[src/rtl/mul_div_unit.sv]
// mul_div_unit: multi-cycle signed WIDTH x WIDTH multiply / divide unit.
//
// Sequence: IDLE -> PREP -> RUN (WIDTH cycles) -> FIX -> DONE -> IDLE.
// Only one operation is in flight. The multiply is an LSB-first shift-add on
// the operand magnitudes. The divide is a restoring divide on the magnitudes.
// Signs are applied in FIX, and the divide truncates toward zero.
//
// Ports:
//   iClk      clock, rising edge
//   iRst      synchronous reset, active-high
//   iStart    start request, sampled only in IDLE
//   iOp       0 = MUL, 1 = DIV (sampled with iStart)
//   iRegA     multiplicand / dividend, two's complement
//   iRegB     multiplier / divisor, two's complement
//   oBusy     high in PREP, RUN, FIX
//   oDone     one-cycle completion pulse
//   oHi       MUL: product high word; DIV: remainder
//   oLo       MUL: product low word;  DIV: quotient
//   oDivZero  divide-by-zero flag, pulses with oDone (MDU_DIVZERO_FLAG_EN only)
//
// Build option: define MDU_DIVZERO_FLAG_EN to add oDivZero. It also makes a
// divide by zero finish directly from PREP.

module mul_div_unit #(
    parameter int WIDTH = 32
) (
    input  logic             iClk,
    input  logic             iRst,
    input  logic             iStart,
    input  logic             iOp,
    input  logic [WIDTH-1:0] iRegA,
    input  logic [WIDTH-1:0] iRegB,
    output logic             oBusy,
    output logic             oDone,
    output logic [WIDTH-1:0] oHi,
`ifdef MDU_DIVZERO_FLAG_EN
    output logic [WIDTH-1:0] oLo,
    output logic             oDivZero
`else
    output logic [WIDTH-1:0] oLo
`endif
);

    localparam int CNT_W = $clog2(WIDTH) + 1;

    typedef enum logic [2:0] {
        S_IDLE,
        S_PREP,
        S_RUN,
        S_FIX,
        S_DONE
    } state_t;

    state_t                 r_state;
    state_t                 w_next;
    logic                   r_op;
    logic                   r_sign_a;
    logic                   r_sign_b;
    logic [WIDTH-1:0]       r_mag_a;
    logic [WIDTH-1:0]       r_mag_b;
    logic [2*WIDTH-1:0]     r_acc;
    logic [CNT_W-1:0]       r_count;
    logic [WIDTH-1:0]       r_hi;
    logic [WIDTH-1:0]       r_lo;
    logic                   w_dz_fast;

    // Operand magnitude as unsigned; the most negative value maps onto itself.
    function automatic logic [WIDTH-1:0] f_abs(input logic [WIDTH-1:0] v);
        return v[WIDTH-1] ? (WIDTH'(0) - v) : v;
    endfunction

    // Multiply step: add the multiplicand into the upper half when the current
    // multiplier bit is set, then shift the whole accumulator right by one.
    logic [WIDTH:0]   w_mul_sum;
    assign w_mul_sum = {1'b0, r_acc[2*WIDTH-1:WIDTH]}
                     + {1'b0, r_mag_a & {WIDTH{r_mag_b[0]}}};

    // Divide step: the remainder lives in the upper half of r_acc and the
    // quotient bits shift into the lower half. r_mag_a supplies dividend bits MSB first.
    logic [WIDTH:0]   w_div_shift;
    logic [WIDTH:0]   w_div_diff;
    logic             w_div_qbit;
    logic [WIDTH-1:0] w_div_rem;
    assign w_div_shift = {r_acc[2*WIDTH-1:WIDTH], r_mag_a[WIDTH-1]};
    assign w_div_diff  = w_div_shift - {1'b0, r_mag_b};
    assign w_div_qbit  = ~w_div_diff[WIDTH];
    assign w_div_rem   = w_div_qbit ? w_div_diff[WIDTH-1:0] : w_div_shift[WIDTH-1:0];

`ifdef MDU_DIVZERO_FLAG_EN
    logic r_divzero;
    // In PREP r_mag_b still holds the raw divisor.
    assign w_dz_fast = r_op & (r_mag_b == '0);
    assign oDivZero  = (r_state == S_DONE) & r_divzero;
`else
    assign w_dz_fast = 1'b0;
`endif

    always_ff @(posedge iClk) begin
        if (iRst) r_state <= S_IDLE;
        else      r_state <= w_next;
    end

    always_comb begin
        w_next = r_state;
        case (r_state)
            S_IDLE:  if (iStart) w_next = S_PREP;
            S_PREP:  w_next = w_dz_fast ? S_DONE : S_RUN;
            S_RUN:   if (r_count == CNT_W'(WIDTH - 1)) w_next = S_FIX;
            S_FIX:   w_next = S_DONE;
            S_DONE:  w_next = S_IDLE;
            default: w_next = S_IDLE;
        endcase
    end

    always_ff @(posedge iClk) begin
        if (iRst) begin
            r_op     <= 1'b0;
            r_sign_a <= 1'b0;
            r_sign_b <= 1'b0;
            r_mag_a  <= '0;
            r_mag_b  <= '0;
            r_acc    <= '0;
            r_count  <= '0;
            r_hi     <= '0;
            r_lo     <= '0;
`ifdef MDU_DIVZERO_FLAG_EN
            r_divzero <= 1'b0;
`endif
        end else begin
            case (r_state)
                S_IDLE: begin
                    if (iStart) begin
                        r_op    <= iOp;
                        r_mag_a <= iRegA;
                        r_mag_b <= iRegB;
                    end
                end
                S_PREP: begin
                    r_sign_a <= r_mag_a[WIDTH-1];
                    r_sign_b <= r_mag_b[WIDTH-1];
                    r_mag_a  <= f_abs(r_mag_a);
                    r_mag_b  <= f_abs(r_mag_b);
                    r_acc    <= '0;
                    r_count  <= '0;
`ifdef MDU_DIVZERO_FLAG_EN
                    r_divzero <= w_dz_fast;
`endif
                    // Early divide-by-zero: same values the full divide would produce.
                    if (w_dz_fast) begin
                        r_hi <= r_mag_a;
                        r_lo <= r_mag_a[WIDTH-1] ? WIDTH'(1) : '1;
                    end
                end
                S_RUN: begin
                    r_count <= r_count + CNT_W'(1);
                    if (!r_op) begin
                        r_acc   <= {w_mul_sum, r_acc[WIDTH-1:1]};
                        r_mag_b <= r_mag_b >> 1;
                    end else begin
                        r_acc   <= {w_div_rem, r_acc[WIDTH-2:0], w_div_qbit};
                        r_mag_a <= r_mag_a << 1;
                    end
                end
                S_FIX: begin
                    if (!r_op) begin
                        {r_hi, r_lo} <= (r_sign_a ^ r_sign_b) ? ((2*WIDTH)'(0) - r_acc) : r_acc;
                    end else begin
                        r_lo <= (r_sign_a ^ r_sign_b) ? (WIDTH'(0) - r_acc[WIDTH-1:0])
                                                      : r_acc[WIDTH-1:0];
                        // The remainder takes the sign of the dividend.
                        r_hi <= r_sign_a ? (WIDTH'(0) - r_acc[2*WIDTH-1:WIDTH])
                                         : r_acc[2*WIDTH-1:WIDTH];
                    end
                end
                default: ;
            endcase
        end
    end

    assign oBusy = (r_state == S_PREP) | (r_state == S_RUN) | (r_state == S_FIX);
    assign oDone = (r_state == S_DONE);
    assign oHi   = r_hi;
    assign oLo   = r_lo;

endmodule

[config.mk]
export PLATFORM = sky130hd
export DESIGN_NAME = mul_div_unit
export DESIGN_NICKNAME = d
export VERILOG_FILES = /design/src/rtl/mul_div_unit.sv
export SDC_FILE = /design/constraint.sdc
export NUM_CORES = 1
export LEC_CHECK = 0
export ABC_AREA = 1
export CELL_PAD_IN_SITES_DETAIL_PLACEMENT = 1
export CELL_PAD_IN_SITES_GLOBAL_PLACEMENT = 1
export CORE_UTILIZATION = 35
export DETAILED_ROUTE_END_ITERATION = 16
export HOLD_SLACK_MARGIN = 0.08
export PLACE_DENSITY = 0.72
export SETUP_SLACK_MARGIN = 0.3
export SYNTH_ARGS = -nofsm -noshare
export SYNTH_HDL_FRONTEND = slang
export SYNTH_SLANG_ARGS = --single-unit
[constraint.sdc]
create_clock -name iClk -period 7.7 [get_ports iClk]
set_input_delay 2.31 -clock iClk [delete_from_list [all_inputs] [get_ports iClk]]
set_output_delay 2.31 -clock iClk [all_outputs]
set_load 0.005 [all_outputs]
==> qor.csv <==
stage,metric,value,unit
logic_synthesis,count of synthesis-stage warnings from yosys,0,
placement,hpwl dp,59800,um
logic_synthesis,post-synthesis instance total,3039,
outcome,run status,completed,
die,number of rows created at floorplan,82,
run,Max-Cap Viols,0,
die,starting density of the core,35.5,%
critical_path,internal reg-to-reg setup slack,4.06,ns
placement,input/output buffers,133,
drt,antenna-violating nets left,0,
sta,final period utilization,65.4,%
sta,final hold violation count,0,
drt,DRC marker count from the first detailed-route iteration,1253,
global_route,antenna violations before repair,1,
sta,setup TNS,0,ns
global_route,global-route wire length before repair,121000,um
logic_synthesis,number of enable-type register cells in the synthesized netlist,0,
power,peak supply drop,0.000192,V
logic_synthesis,Synth Flop Type,sky130_fd_sc_hd__dfxtp_1,
critical_path,"Arr. time, crit path",5.52,ns
sta,worst-case setup margin in the final layout,2.66,ns
drt,drt pass-1 iters,5,
critical_path,CP Max Fanout,30,
sta,Least-Margin Pin Slew,1.13,ns
drt,via density per instance,5.53,
critical_path,kind of launch point of the worst setup path,primary input,
drt,detailed-route via count,21000,
clocking,TritonCTS clock tree,yes,
drt,post-detailed-route DRC marker count,0,
logic_synthesis,Avg Synthesized Cell Area,5.88,um2
clocking,number of sinks driven by the clock tree,204,
final_layout,Layout Area Growth over Synthesis,15.5,%
logic_synthesis,mapped cell area,17900,um2
final_layout,share of cells above drive strength 1,5.70,%
clocking,H-tree levels,1,
critical_path,WP data required,8.18,ns
sta,Slew Limit Fails,0,
final_layout,Post-Layout Cell Count,3795,
clocking,insertion delay of the later-clocked pin in the worst-skew pair,0.58,ns
logic_synthesis,number of nets produced by synthesis,3179,
sta,minimum period implied by the final worst setup slack,5.04,ns
clocking,setup bufs post-CTS,0,
clocking,deepest clock path buffer count,3,
clocking,root buffer cell,sky130_fd_sc_hd__clkbuf_16,
placement,placer congestion estimate,0.929,
min_path,Tightest Hold Check Type,flop to flop,
placement,placement-stage worst setup slack,2.15,ns
logic_synthesis,"flops & latches, synth",204,
final_layout,number of fillers in the final layout,6875,
die,Ports,134,
clocking,Clock transition at path regs,0.06,ns
global_route,global-route congestion overflow total,0,
clocking,TritonCTS buffer count,27,
sta,worst rel slew slack,24.2,%
sta,setup skew after layout,0.0291,ns
clocking,post-cts sizing count,0,
die,Die Area,51900,um2
power,leakage dissipation,9.58,nW
global_route,maximum number of pins on one net before global-route repair,96,
sta,setup repair after global routing missed its margin,no,
final_layout,Diodes inserted,0,
critical_path,category of the worst setup path capture point,flop,
clocking,hold buffer count at CTS,0,
drt,detailed-route wire length per cell,20.5,um
global_route,total routing usage reported by global routing,29.2,%
drt,Total Wirelength,77800,um
die,placeable core region,50300,um2
final_layout,Post-layout nets,3242,
power,pwr/cell area,273,nW/um2
sta,endpoints failing setup,0,
sta,peak clock frequency supported by timing,199,MHz
critical_path,Setup Crit Path Kind,primary input to flop,
logic_synthesis,count of unique library cells instantiated by Yosys,56,
logic_synthesis,share of synthesized area occupied by flip-flops and latches,22.9,%
global_route,via count of the first global-routing pass,21200,
die,vertical die dimension,228,um
die,overall die width,228,um
logic_synthesis,async set or reset register ratio after synthesis,0,%
placement,total instance count after detailed placement,3745,
## path summary, 6_finish.rpt
check,cells past startpoint,end,start
max,7,r_mag_b[8],iStart
min,1,r_count[5],r_count[5]
max reg2reg,13,r_acc[63],r_acc[54]
min reg2reg,1,r_count[5],r_count[5]
## report_power, final
| part | internal [W] | switching [W] | total [W] |
|---|---|---|---|
| combinational | 0.000852 | 0.00200 | 0.00286 |
| clock | 0.000787 | 0.000561 | 0.00135 |
| sequential | 0.00120 | 0.000231 | 0.00143 |
## cell usage in the layout, fill, tap and decap left out, types with 4 or more instances in the layout
cell type,count
sky130_fd_sc_hd__buf_4,27
sky130_fd_sc_hd__o21ai_0,206
sky130_fd_sc_hd__nand3_2,13
sky130_fd_sc_hd__o211ai_1,14
sky130_fd_sc_hd__nor4_1,17
sky130_fd_sc_hd__clkinv_2,7
sky130_fd_sc_hd__xnor2_1,10
sky130_fd_sc_hd__a221oi_1,35
sky130_fd_sc_hd__nand2_1,789
sky130_fd_sc_hd__nor2_4,5
sky130_fd_sc_hd__xor2_1,50
sky130_fd_sc_hd__nor2_2,18
sky130_fd_sc_hd__nand3b_1,13
sky130_fd_sc_hd__inv_2,17
sky130_fd_sc_hd__inv_1,399
sky130_fd_sc_hd__nor2_1,322
sky130_fd_sc_hd__o22ai_1,31
sky130_fd_sc_hd__a21oi_1,222
sky130_fd_sc_hd__clkbuf_16,27
sky130_fd_sc_hd__nor3_1,43
sky130_fd_sc_hd__a31oi_1,26
sky130_fd_sc_hd__clkdlybuf4s50_1,132
sky130_fd_sc_hd__a21o_1,5
sky130_fd_sc_hd__dfxtp_1,204
sky130_fd_sc_hd__or2_2,10
sky130_fd_sc_hd__a21oi_2,14
sky130_fd_sc_hd__ha_1,70
sky130_fd_sc_hd__clkbuf_8,4
sky130_fd_sc_hd__nand3_1,250
sky130_fd_sc_hd__nand2_2,14
sky130_fd_sc_hd__nand4_1,30
sky130_fd_sc_hd__o21ai_1,8
sky130_fd_sc_hd__inv_6,4
sky130_fd_sc_hd__a41oi_1,14
sky130_fd_sc_hd__o21bai_1,9
sky130_fd_sc_hd__a22oi_1,19
sky130_fd_sc_hd__clkinvlp_4,4
sky130_fd_sc_hd__o221ai_1,9
## per-layer routing
layer / GRT usage [%] / up-vias / wire, um
li1: - / 10100 / -
met1: 39.7 / 10200 / 36100
met2: 48.1 / 496 / 35200
met3: 2.76 / 129 / 3790
met4: 10.0 / 0 / 2650
met5: 0 / - / 0
## sequential cells by signal (all words and copies together), names as in the netlist
| signal | cells |
|---|---|
| r_mag_b | 32 |
| r_sign_b | 1 |
| oLo | 32 |
| oHi | 32 |
| r_mag_a | 32 |
| r_sign_a | 1 |
| r_acc | 64 |
| r_op | 1 |
| r_state | 3 |
| r_count | 6 |
## worst max-delay path, cell delays in order
cell	delay [ns]
sky130_fd_sc_hd__clkdlybuf4s50_1	0.54
sky130_fd_sc_hd__nand3b_1	0.25
sky130_fd_sc_hd__nand4_1	0.90
sky130_fd_sc_hd__inv_1	0.74
sky130_fd_sc_hd__buf_4	0.39
sky130_fd_sc_hd__o21ai_0	0.15
sky130_fd_sc_hd__a31oi_1	0.21
## through the flow
| step | hold slack, ns | area (um2) | power [W] | util (%) |
|---|---|---|---|---|
| 2_1_floorplan | 0.431 | 17900 | 0.00335 | - |
| 3_3_place_gp | 0.444 | 19700 | 0.00417 | 39.2 |
| 3_5_place_dp | 0.461 | 19700 | 0.00425 | 39.2 |
| 4_1_cts | 0.472 | 20600 | 0.00562 | 41.0 |
| 5_1_grt | 0.493 | 20600 | 0.00603 | 41.0 |
| 6_report | 0.470 | 20600 | 0.00564 | 41.0 |
## area by class of cell
cell class | count | area, um2 | area share (%)
Clock inverter | 18 | 194 | 0.940
Timing Repair Buffer | 159 | 1520 | 7.39
Inverter | 418 | 1570 | 7.61
Tap cell | 672 | 841 | 4.08
Sequential cell | 204 | 4080 | 19.8
Clock buffer | 32 | 734 | 3.56
Multi-Input combinational cell | 2292 | 11700 | 56.6
## synth_stat cells, types with 13 or more instances
cell type,n,area share [%]
sky130_fd_sc_hd__nand2_1,790,17
sky130_fd_sc_hd__inv_1,399,8.4
sky130_fd_sc_hd__nor2_1,322,6.8
sky130_fd_sc_hd__nand3_1,250,7.0
sky130_fd_sc_hd__a21oi_1,222,6.2
sky130_fd_sc_hd__o21ai_0,206,5.8
sky130_fd_sc_hd__dfxtp_1,204,23
sky130_fd_sc_hd__clkbuf_1,80,1.7
sky130_fd_sc_hd__ha_1,70,4.9
sky130_fd_sc_hd__xor2_1,50,2.5
sky130_fd_sc_hd__nor3_1,43,1.2
sky130_fd_sc_hd__a221oi_1,35,1.7
sky130_fd_sc_hd__o22ai_1,31,1.1
sky130_fd_sc_hd__nand4_1,30,1.1
sky130_fd_sc_hd__buf_2,27,0.76
sky130_fd_sc_hd__a31oi_1,26,0.91
sky130_fd_sc_hd__a22oi_1,19,0.80
sky130_fd_sc_hd__nor2_2,19,0.67
sky130_fd_sc_hd__inv_2,17,0.36
sky130_fd_sc_hd__nor4_1,17,0.60
sky130_fd_sc_hd__a21oi_2,14,0.69
sky130_fd_sc_hd__a41oi_1,14,0.69
sky130_fd_sc_hd__nand2_2,14,0.49
sky130_fd_sc_hd__o211ai_1,14,0.59
sky130_fd_sc_hd__nand3_2,13,0.73
sky130_fd_sc_hd__nand3b_1,13,0.55
## cells by family after synthesis
family | count (synthesis) | share of synthesized area [%]
compound gates | 621 | 20.1
xor+xnor | 60 | 2.94
fa+ha+maj | 72 | 5.13
buf+inv | 543 | 11.9
flops | 204 | 22.9
simple gates | 1539 | 37.1
(Power assumes the default switching activity.)
